===== src/rtl/result_capture_pkg.sv =====
// Shared types and helpers for the result capture stage.
// The signature helper is shared by the RTL and its bench model.
package result_capture_pkg;

   localparam int DATA_W_DEF = 24;
   localparam int DEPTH_DEF  = 8;
   localparam int CNT_W_DEF  = 16;

   typedef logic [23:0] result_t;

   // Rotate left by one, then fold in the pushed word.
   function automatic result_t sig_next(result_t sig, result_t d);
      return {sig[22:0], sig[23]} ^ d;
   endfunction

endpackage


===== src/rtl/capture_ram.sv =====
// DEPTH x DATA_W storage: one write port, one asynchronous read port.
// Contents are deliberately left unreset.
module capture_ram #(
   parameter int DATA_W = 24,
   parameter int DEPTH  = 8,
   parameter int AW     = $clog2(DEPTH)
) (
   input  logic              clk,
   input  logic              we,
   input  logic [AW-1:0]     waddr,
   input  logic [DATA_W-1:0] wdata,
   input  logic [AW-1:0]     raddr,
   output logic [DATA_W-1:0] rdata
);

   logic [DATA_W-1:0] mem [DEPTH];

   always_ff @(posedge clk) begin
      if (we) begin
         mem[waddr] <= wdata;
      end
   end

   assign rdata = mem[raddr];

endmodule


===== src/rtl/result_capture_fifo.sv =====
// First-word-fall-through capture FIFO with saturating push counter.
// Optional push signature port when CAPTURE_SIGNATURE_EN is defined.
module result_capture_fifo
   import result_capture_pkg::*;
#(
   parameter int DATA_W = DATA_W_DEF,
   parameter int DEPTH  = DEPTH_DEF,
   parameter int CNT_W  = CNT_W_DEF
) (
   input  logic                     clk,
   input  logic                     rst_n,
   input  logic                     in_valid,
   output logic                     in_ready,
   input  logic [DATA_W-1:0]        in_data,
   output logic                     out_valid,
   input  logic                     out_ready,
   output logic [DATA_W-1:0]        out_data,
   output logic [$clog2(DEPTH):0]   level,
   output logic [CNT_W-1:0]         accepted_cnt
`ifdef CAPTURE_SIGNATURE_EN
   ,
   output logic [DATA_W-1:0]        sig
`endif
);

   localparam int AW = $clog2(DEPTH);
   localparam int PW = AW + 1;

   logic [PW-1:0]     wr_ptr;
   logic [PW-1:0]     rd_ptr;
   logic              full;
   logic              empty;
   logic              push;
   logic              pop;
   logic [DATA_W-1:0] rd_data;

   // Extra MSB distinguishes full from empty when low bits match.
   assign empty = (wr_ptr == rd_ptr);
   assign full  = (wr_ptr[AW-1:0] == rd_ptr[AW-1:0]) &&
                  (wr_ptr[AW] != rd_ptr[AW]);

   assign in_ready  = !full;
   assign out_valid = !empty;
   assign out_data  = out_valid ? rd_data : '0;
   assign level     = wr_ptr - rd_ptr;

   assign push = in_valid && in_ready;
   assign pop  = out_valid && out_ready;

   capture_ram #(
      .DATA_W (DATA_W),
      .DEPTH  (DEPTH)
   ) u_ram (
      .clk   (clk),
      .we    (push),
      .waddr (wr_ptr[AW-1:0]),
      .wdata (in_data),
      .raddr (rd_ptr[AW-1:0]),
      .rdata (rd_data)
   );

   always_ff @(posedge clk or negedge rst_n) begin
      if (!rst_n) begin
         wr_ptr <= '0;
      end else if (push) begin
         wr_ptr <= wr_ptr + PW'(1);
      end
   end

   always_ff @(posedge clk or negedge rst_n) begin
      if (!rst_n) begin
         rd_ptr <= '0;
      end else if (pop) begin
         rd_ptr <= rd_ptr + PW'(1);
      end
   end

   // Holds at all-ones instead of wrapping.
   always_ff @(posedge clk or negedge rst_n) begin
      if (!rst_n) begin
         accepted_cnt <= '0;
      end else if (push && (accepted_cnt != '1)) begin
         accepted_cnt <= accepted_cnt + CNT_W'(1);
      end
   end

`ifdef CAPTURE_SIGNATURE_EN
   always_ff @(posedge clk or negedge rst_n) begin
      if (!rst_n) begin
         sig <= '0;
      end else if (push) begin
         sig <= sig_next(sig, in_data);
      end
   end
`endif

endmodule


===== config.mk =====
export PLATFORM = sky130hd
export DESIGN_NAME = result_capture_fifo
export DESIGN_NICKNAME = d
export VERILOG_FILES = /design/src/rtl/result_capture_pkg.sv /design/src/rtl/capture_ram.sv /design/src/rtl/result_capture_fifo.sv
export SDC_FILE = /design/constraint.sdc
export NUM_CORES = 1
export LEC_CHECK = 0
export CAP_MARGIN = 20
export CORE_UTILIZATION = 60
export CTS_CLUSTER_DIAMETER = 40
export DETAILED_ROUTE_END_ITERATION = 10
export DONT_BUFFER_PORTS = 1
export PLACE_DENSITY = 0.76
export SLEW_MARGIN = 20
export SYNTH_ARGS = -nofsm -noshare
export SYNTH_HDL_FRONTEND = slang
export SYNTH_HIERARCHICAL = 1
export SYNTH_SLANG_ARGS = --single-unit

===== constraint.sdc =====
create_clock -name clk -period 5.7 [get_ports clk]
set_clock_uncertainty 0.2 [all_clocks]
set_input_delay 1.425 -clock clk [delete_from_list [all_inputs] [get_ports clk]]
set_output_delay 1.425 -clock clk [all_outputs]
set_load 0.1 [all_outputs]

==> results.cfg <==
[logic_synthesis]
synth_ff_type = edfxtp_1
syn_avg_cell_area_um2 = 20.2
synth.top_cell.area_share = 0.655
async_flop_share = 0.111
synth_top_area_cell = edfxtp_1
netlist_area_um2 = 8800
synth_nets = 471
syn_inst = 436
yosysSeqAreaShare = 0.724
synth-edff-count = 192
synth_warnings = 6
ys_types = 36
synth_area_leaders = edfxtp_1 66%, mux4_2 12%, dfrtp_1 6.8%
ys_ff_latch = 216

[placed_design]
dpl_cell_area_um2 = 9260
port_buffers = 0
routabilityCongestion = 0.750
pre_cts_ws_ns = 1.57
hpwl_um = 9220

[die]
placementRows = 43
die_area_um2 = 15100
die_w_um = 123
dieHeight_um = 123
core_area_um2 = 14100
io_pins = 74
start_util = 0.624

[sta]
slew_headroom = 0.315
fin_crit_ns = 4.59
hold_viol_final = 0
fin_crit_sh = 0.806
rsz0062_at_grt = false
drv_slew = 0
tns_ns = 0
hold_ws_ns = 0.351
finalSetupViolations = 0
fmax_ghz = 0.218
worstMarginPinSlew_ns = 1.03
fin_ws_ns = 1.11

[grt]
grt_max_degree = 30
use_met3 = 0.0466
grtUsageTotal = 0.226
grt_pass1_vias = 4479
gr-usage-met2 = 0.394
antenna_found_initial = 0
grt_pass1_wl_um = 24500
grt_overflow = 0
top_usage_layer = met2
met1_usage = 0.288

[clock_network]
clk_pin_slew_ns = 0.06
post_cts_buffers = 0
htree_levels = 1
post_cts_resized = 0
cts_tree = built
clockBufferDepth = 3
cts_sinks = 216
cts-root-buf = clkbuf_16
numCtsBuffers = 27
worst_skew_pair.late_latency_ns = 0.52
cts_hold_buf = 0

[setup_path]
crit_path_max_fanout = 26
required_ns = 4.07
reg2reg_depth = 8
critPathArrivalTime_ns = 2.97
reg2reg_slack_ns = 2.04
cp-start-kind = flip-flop
crit_type = reg2out
end_kind = primary output

[finish]
layout_common_cells = 192 x edfxtp_1, 48 x mux4_2, 41 x buf_4, 27 x clkbuf_16, 24 x and2_1
fillers = 840
final_cell_area_um2 = 10200
diodes = 0
final_common_cell = edfxtp_1
multi_input_area_um2 = 2320
drive_above_1_share = 0.362
area_growth_pct = 15.4
final_nets = 525
ff_latch_area_um2 = 6370

[routing]
wirelength_um = 16200
via_count = 4201
drtIter0Drc = 230
ant_nets = 0
via_per_inst = 6.08
dr.pass1.iters = 5
wire_per_inst_um = 23.5
drc = 0

[flow_run]
drv_cap = 0

[hold_path]
min_path_type = reg2reg
hold_depth = 1

[run_status]
status = complete, no violations
## kinds of logic after synthesis
group / after synthesis / synth area share
buf+inv: 25 / 0.0171
flops: 216 / 0.724
compound gates: 8 / 0.00768
xor+xnor: 22 / 0.0228
mux: 77 / 0.166
fa+ha+maj: 7 / 0.0108
simple gates: 81 / 0.0523
## flip-flops by register name, summed over array words and instances, names as in the netlist
name / flops
accepted_cnt: 16
wr_ptr: 4
rd_ptr: 4
u_ram/mem: 192
## layer usage
metal,up-vias,part of all wire
met4,0,0.013
met1,2205,0.40
met5,-,0
li1,1848,-
met3,14,0.061
met2,134,0.53
## cell type report
cell class,count,share of cell area
well taps,180,0.0222
inverters,9,0.00333
clock buffers,29,0.0673
clock inverters,21,0.0205
flip-flops and latches,216,0.628
repair buffers,41,0.0303
multi-input cells,195,0.229
## metrics by stage
stage,cells,utilization
floorplan,436,-
global placement,641,0.657
detailed placement,641,0.657
CTS,691,0.720
global route,691,0.720
finish,691,0.720
## cell usage after synthesis (all sizes together) (2+ instances only)
cell type	count
and2	24
and3	4
buf	12
clkbuf	4
dfrtp	24
edfxtp	192
ha	6
inv	9
mux2	29
mux4	48
nand2	15
nand2b	3
nand3	7
nand4	4
nor2	10
nor3	9
nor4	2
o21ai	4
xnor2	10
xor2	12
## worst max-delay path, stage by stage (launching register included)
cell and delay, ns:
dfrtp_2 0.79, inv_1 0.10, ha_1 0.39, and3_1 0.24
nand2_2 0.34, and2_1 0.33, buf_4 0.23
## final timing paths
check	endpoint	start
max	out_data[5]	rd_ptr[2]
min	wr_ptr[3]	wr_ptr[3]
max reg2reg	u_ram/mem[2][22]	rd_ptr[2]
min reg2reg	wr_ptr[3]	wr_ptr[3]
min in group asynchronous	accepted_cnt[0]	rst_n
max in group asynchronous	rd_ptr[0]	rst_n
Power is not shown: default switching activity piles up to over one toggle a cycle in this logic, so the estimate is an artifact.
